===== src/rtl/reg_dump_reader.sv =====
`default_nettype none
// ============================================================================
// Module   : reg_dump_reader
// Purpose  : Sequential read-side scanner for the general-purpose register
//            file. When it receives a start pulse it walks addresses
//            0..NUM_REGS-1 through one asynchronous read port. It captures
//            each word and streams it out as an (address, data) beat over a
//            valid/ready interface. The datapath's own read ports stay free.
// Options  : REG_DUMP_CHECKSUM_EN - when defined, adds one trailing beat
//            (addr 0, data = XOR of all captured words) after the last
//            register beat.
// Ports    : clk, rst_n      - clock, synchronous active-low reset
//            start          - begin a dump (sampled only when idle)
//            busy, done     - dump in progress / one-cycle completion pulse
//            rf_addr        - registered read address to the register file
//            rf_data        - asynchronous read data for rf_addr
//            out_valid/out_ready/out_addr/out_data/out_last - beat stream
// Revision : 1.0 - initial release
// ============================================================================
module reg_dump_reader #(
  parameter int NUM_REGS = 32,
  parameter int ADDR_W   = 5,
  parameter int DATA_W   = 32
) (
  input  logic              clk,
  input  logic              rst_n,
  input  logic              start,
  output logic              busy,
  output logic              done,
  output logic [ADDR_W-1:0] rf_addr,
  input  logic [DATA_W-1:0] rf_data,
  output logic              out_valid,
  input  logic              out_ready,
  output logic [ADDR_W-1:0] out_addr,
  output logic [DATA_W-1:0] out_data,
  output logic              out_last
);

  localparam logic [ADDR_W-1:0] c_last_idx = ADDR_W'(NUM_REGS - 1);

`ifdef REG_DUMP_CHECKSUM_EN
  typedef enum logic [1:0] {
    ST_IDLE = 2'd0,
    ST_READ = 2'd1,
    ST_SEND = 2'd2,
    ST_CSUM = 2'd3
  } state_t;
`else
  typedef enum logic [1:0] {
    ST_IDLE = 2'd0,
    ST_READ = 2'd1,
    ST_SEND = 2'd2
  } state_t;
`endif

  state_t              r_state,     w_state_nxt;
  logic                r_busy,      w_busy_nxt;
  logic                r_done,      w_done_nxt;
  logic [ADDR_W-1:0]   r_idx,       w_idx_nxt;    // doubles as rf_addr
  logic                r_out_valid, w_out_valid_nxt;
  logic                r_out_last,  w_out_last_nxt;
  logic [ADDR_W-1:0]   r_out_addr,  w_out_addr_nxt;
  logic [DATA_W-1:0]   r_out_data,  w_out_data_nxt;
`ifdef REG_DUMP_CHECKSUM_EN
  logic [DATA_W-1:0]   r_csum,      w_csum_nxt;
`endif

  logic w_handshake;
  logic w_at_last;

  assign w_handshake = r_out_valid & out_ready;
  assign w_at_last   = (r_idx == c_last_idx);

  // --------------------------------------------------------------------------
  // State register
  // --------------------------------------------------------------------------
  always_ff @(posedge clk) begin
    if (!rst_n) begin
      r_state     <= ST_IDLE;
      r_busy      <= 1'b0;
      r_done      <= 1'b0;
      r_idx       <= '0;
      r_out_valid <= 1'b0;
      r_out_last  <= 1'b0;
      r_out_addr  <= '0;
      r_out_data  <= '0;
`ifdef REG_DUMP_CHECKSUM_EN
      r_csum      <= '0;
`endif
    end else begin
      r_state     <= w_state_nxt;
      r_busy      <= w_busy_nxt;
      r_done      <= w_done_nxt;
      r_idx       <= w_idx_nxt;
      r_out_valid <= w_out_valid_nxt;
      r_out_last  <= w_out_last_nxt;
      r_out_addr  <= w_out_addr_nxt;
      r_out_data  <= w_out_data_nxt;
`ifdef REG_DUMP_CHECKSUM_EN
      r_csum      <= w_csum_nxt;
`endif
    end
  end

  // --------------------------------------------------------------------------
  // Next-state and datapath logic
  // --------------------------------------------------------------------------
  always_comb begin
    w_state_nxt     = r_state;
    w_busy_nxt      = r_busy;
    w_done_nxt      = 1'b0;           // done is a single-cycle pulse
    w_idx_nxt       = r_idx;
    w_out_valid_nxt = r_out_valid;
    w_out_last_nxt  = r_out_last;
    w_out_addr_nxt  = r_out_addr;
    w_out_data_nxt  = r_out_data;
`ifdef REG_DUMP_CHECKSUM_EN
    w_csum_nxt      = r_csum;
`endif

    case (r_state)
      ST_IDLE: begin
        if (start) begin
          w_idx_nxt   = '0;
          w_busy_nxt  = 1'b1;
          w_state_nxt = ST_READ;
`ifdef REG_DUMP_CHECKSUM_EN
          w_csum_nxt  = '0;
`endif
        end
      end

      // rf_addr has been stable for a full cycle, so rf_data is valid here.
      ST_READ: begin
        w_out_data_nxt  = rf_data;
        w_out_addr_nxt  = r_idx;
        w_out_valid_nxt = 1'b1;
`ifdef REG_DUMP_CHECKSUM_EN
        w_out_last_nxt  = 1'b0;       // the checksum beat is the last one
        w_csum_nxt      = r_csum ^ rf_data;
`else
        w_out_last_nxt  = w_at_last;
`endif
        w_state_nxt     = ST_READ == r_state ? ST_SEND : r_state;
      end

      ST_SEND: begin
        if (w_handshake) begin
          if (!w_at_last) begin
            w_out_valid_nxt = 1'b0;
            w_idx_nxt       = r_idx + ADDR_W'(1);
            w_state_nxt     = ST_READ;
          end else begin
`ifdef REG_DUMP_CHECKSUM_EN
            // Checksum is complete (last word folded in during READ), so the
            // trailing beat can be presented on the very next cycle.
            w_out_valid_nxt = 1'b1;
            w_out_addr_nxt  = '0;
            w_out_data_nxt  = r_csum;
            w_out_last_nxt  = 1'b1;
            w_state_nxt     = ST_CSUM;
`else
            w_out_valid_nxt = 1'b0;
            w_busy_nxt      = 1'b0;
            w_done_nxt      = 1'b1;
            w_state_nxt     = ST_IDLE;
`endif
          end
        end
      end

`ifdef REG_DUMP_CHECKSUM_EN
      ST_CSUM: begin
        if (w_handshake) begin
          w_out_valid_nxt = 1'b0;
          w_busy_nxt      = 1'b0;
          w_done_nxt      = 1'b1;
          w_state_nxt     = ST_IDLE;
        end
      end
`endif

      default: begin
        w_state_nxt = ST_IDLE;
      end
    endcase
  end

  assign busy      = r_busy;
  assign done      = r_done;
  assign rf_addr   = r_idx;
  assign out_valid = r_out_valid;
  assign out_last  = r_out_last;
  assign out_addr  = r_out_addr;
  assign out_data  = r_out_data;

endmodule
`default_nettype wire


===== config.mk =====
export PLATFORM = sky130hd
export DESIGN_NAME = reg_dump_reader
export DESIGN_NICKNAME = d
export VERILOG_FILES = /design/src/rtl/reg_dump_reader.sv
export SDC_FILE = /design/constraint.sdc
export NUM_CORES = 1
export LEC_CHECK = 0
export BUFFER_PORTS_ARGS = -buffer_cell sky130_fd_sc_hd__buf_2
export CORE_ASPECT_RATIO = 1.1
export CORE_UTILIZATION = 49
export CTS_CLUSTER_DIAMETER = 150
export DETAILED_ROUTE_END_ITERATION = 10
export PLACE_DENSITY = 0.84
export SLEW_MARGIN = 20
export SYNTH_ARGS = -nofsm -noshare
export SYNTH_HDL_FRONTEND = slang
export SYNTH_SLANG_ARGS = --single-unit

===== constraint.sdc =====
create_clock -name clk -period 4.3 [get_ports clk]
set_clock_uncertainty 0.15 [all_clocks]
set_input_delay 1.075 -clock clk [delete_from_list [all_inputs] [get_ports clk]]
set_output_delay 1.075 -clock clk [all_outputs]
set_load 0.01 [all_outputs]

[Word level (Yosys, flattened, before mapping)]
Index checks and enable logic that the tools add are counted.
Storage, ports and cells
  register bits: 48
  input port bits: 36
  output and inout bits: 46
  logic and storage cells: 43
Cells by class
  add/subtract/negate cells: 1
  equality and inequality tests: 9
  muxes and demuxes: 16
  bitwise gates (word level): 1
  reduce and logical (&&, ||, !) cells: 8
Operators with widths (number)
  $mux 5: 3
  $ne 2x2->1 const B: 5
  $pmux 5 s2: 1
  $reduce_and 4->1: 2
  $mux 1: 6
  $mux 2: 3
  $pmux 2 s3: 1
  $reduce_and 3->1: 2
  $add 5x1->5 const B: 1
  $eq 5x5->1 const B: 1
  $pmux 1 s2: 2
  $reduce_bool 2->1: 2
  $eq 1x2->1 const A: 1
  $eq 2x1->1 const B: 1
  $eq 2x2->1 const B: 1
  $logic_not 2->1: 1
  $reduce_and 2->1: 1
  $and 1x1->1: 1

[Logic depth before layout (Yosys ltp)]
  word-level depth: 4
  gate-level depth with buffers: 6
  gate-level depth less buffers: 6

[Worst setup path after synthesis]
No wires, ideal clock.
  path type: in2reg
  from: input start
  to: register r_idx[0], in the netlist rf_addr[0]
  setup time: 0.121 ns
  arrival time: 1.835 ns
  required time: 4.029 ns
  setup slack: 2.194 ns
  cell stages on the path: 3
  buffers on the path: 0
  cells stage by stage: nor3b_1 -> a211oi_2 -> mux2_2
On the way
  cells in the longest elaborated chain, start to end: 2
RTL lines
  start: declaration: RTL line 27  | input logic start,
  $ne 2x2->1 (no line)
  $reduce_and 4->1 (no line)
  end signal: assignment: RTL line 94  | r_idx <= w_idx_nxt;
  end: declaration: RTL line 59  | logic [ADDR_W-1:0] r_idx, w_idx_nxt;
No other way between the ends.
A chain may end at the register's enable or synchronous reset.

==> results by group <==
Clock network
  – CTS tree: yes
  – Clk_lat worst skew: ~0.35 ns
  – Hold Buf Count CTS: 0
  – Cts repair resizes: 0
  – Clock tree buffer depth: 2
  – Clock transition at path regs: around 0.13 ns
  – CTS Buf Count: 5
  – CTS Root Buffer Type: clkbuf_4
  – Post-CTS setup buffer count: 0
  – H-tree Lvls: 2
  – Clock Sinks: between 40 and 50

Layout
  – Commonest cells after routing, fill and taps aside: buf_2, nand2_1, dfxtp_1, a21oi_1, clkbuf_4
  – Area grow syn2layout: 25.4%
  – Nets: about 330
  – Layout Utilization: approximately two thirds
  – Most common cell after layout, fill and taps aside: buf_2
  – Share of cells above drive strength 1: 34.3%
  – Diode count: 0

Worst setup path
  – Crit path arrival time: 2.36 ns
  – Worst setup path startpoint: rst_n
  – Worst-path fanout max: 24
  – Crit. End Element: register
  – R2R Path Start: rf_addr[0]
  – Critical path launch point type: primary input
  – Worst Path Required: 4.46 ns
  – Setup Crit Path Kind: primary input to register
  – Reg-to-reg setup timing slack: about 2.2 ns

Yosys
  – Average size of a mapped cell: between 8 and 9 um^2
  – Syn Inst Count: 210
  – Post-synth top area cell: dfxtp_1
  – Top cells by area, synth: dfxtp_1, nand2_1, a21oi_1
  – Synth Register Bits: 48
  – Mapped Nets: 249
  – Post-synth ARST share: 0%
  – Yosys synthesis warning count: 0
  – Synthesized area: around 0.0018 mm^2
  – EDFF count, synth: 0
  – Sequential share of the synthesized area: a little over half
  – Post-synthesis cell type count: 32
  – Synth Flop Type: dfxtp_1
  – Top-area cell type share of the netlist area: a little over half

Floorplan
  – Row count: 22
  – Die Width: roughly 60 um
  – Die area: 0.00389 mm^2
  – IO Pins: 82
  – Overall die height: around 65 um
  – Initial Utilization: 52.3%
  – Core Area: around 0.0034 mm^2

Timing
  – Fin Setup TNS: 0 ns
  – Setup-failing EPs final: 0
  – Slew HR: ~54%
  – Pins over their slew limit: 0
  – Actual slew at the worst max-slew pin: between 0.6 and 0.7 ns
  – Final Critical Period: between 2 and 2.5 ns
  – Period utilization: about 51%
  – Final Hold Vio Count: 0
  – RSZ-0062 raised after global routing: false
  – Upper clock frequency limit: around 450 MHz

Route
  – TritonRoute pass-1 iters: 4
  – DRT iter0 DRCs: 87
  – Final ANT Viol Nets: 0
  – DRC Markers: 0
  – Vias/cell: just under 5
  – Final wirelength: about 3800 um
  – Via count: 1661
  – Routed len/inst: 11.2 um

Global route
  – Global route hottest layer: met2
  – Largest net degree at the start of global routing: 40
  – Initial antenna violation count: 0
  – Total grt overflow: 0
  – First-pass GRT wire length: ~6300 um
  – M2 GR Usage: 36.1%
  – Total track usage: ~22%
  – Vias in the first global route: between 1k and 1.5k
  – Met1 Track Usage GR: a little over a quarter
  – Met3 Track Usage GR: 6.89%

Power
  – Leakage: ~1.0 nW
  – Reg power frac: 62.1%
  – Combinational Power Share: approximately an eighth
  – Switching pwr: 0.201 mW
  – Sw frac: around a quarter
  – Int Pwr: 0.562 mW
  – Maximum vdd drop: around 0.00027 V
  – Pwr Density: 341 mW/mm^2
  – Clock share of power: 25.5%

Min path
  – Hold WC Path Type: register to register
  – Hold_sp: out_data[31]

Placement
  – GP Congestion: between 0.8 and 0.9
  – DP HPWL: 2550 um
  – Number of port buffers: 81

Status
  – Status: finished, final reports clean

Run
  – Max cap viols: 0
[power groups by stage]
stage / combinational [mW] / sequential [mW] / clock (mW)
final: 0.0953 / 0.474 / 0.194
after global routing: 0.108 / 0.477 / 0.224
after CTS: 0.0964 / 0.474 / 0.200
after detailed placement: 0.0962 / 0.484 / 0
after global placement: 0.0950 / 0.483 / 0
after floorplan: 0.0500 / 0.492 / 0
[Yosys cell counts, drive strengths merged, types with 2 or more instances]
cell type / number
nor3b: 2
a22o: 2
and4: 2
a21oi: 39
buf: 8
o21ai: 2
a31oi: 2
nand2: 77
ha: 3
and2b: 2
and3: 2
dfxtp: 48
clkbuf: 5
[kinds of logic after synthesis]
kind of cell / count (synthesis) / synth area share, %
AOI/OAI and AO/OA: 49 / 15.9
adders and majority gates: 3 / 2.10
buffers and inverters: 15 / 4.34
DFF: 48 / 53.8
muxes: 2 / 1.19
and+or+nand+nor: 93 / 22.6
[metal layers]
| layer | vias up | wire, um |
|---|---|---|
| met5 | - | 0 |
| met4 | 0 | 25 |
| met3 | 2 | 232 |
| met2 | 60 | 1760 |
| met1 | 749 | 1740 |
| li1 | 850 | - |
[per-stage QoR]
| stage | cells | hold WS [ns] | instance area, um^2 | setup WS [ns] | power (mW) |
|---|---|---|---|---|---|
| final | 334 | 0.309 | 2240 | 2.09 | 0.764 |
| after global routing | 334 | 0.323 | 2240 | 1.93 | 0.809 |
| after CTS | 334 | 0.311 | 2240 | 2.07 | 0.770 |
| after detailed placement | 327 | 0.293 | 2190 | 1.69 | 0.580 |
| after global placement | 327 | 0.290 | 2190 | 1.72 | 0.578 |
| after floorplan | 210 | 0.309 | 1790 | 2.19 | 0.542 |
[state kept, by name (all words and copies together), names as in the netlist]
name       count
out_addr       5
out_last       1
out_data      32
busy           1
r_state        2
rf_addr        5
done           1
out_valid      1
[layout make-up]
cell class                      instances  area (um^2)
Clock inverter                          2         12.5
Fill cell                             325         1170
Multi-Input combinational cell        147          747
Timing Repair Buffer                   82          413
Sequential cell                        48          961
Inverter                                2         7.51
Clock buffer                            5         37.5
Tap cell                               48         60.1
[worst max-delay path, stage by stage]
cell and delay [ns]:
buf_2 0.13, clkinv_1 0.52, a211oi_2 0.43, mux2_2 0.21
[path summary, 6_finish.rpt]
path	cells past startpoint	to
max	4	rf_addr[0]
min	2	out_data[31]
max reg2reg	6	rf_addr[0]
min reg2reg	2	out_data[31]
Power figures use the tool's default switching activity.
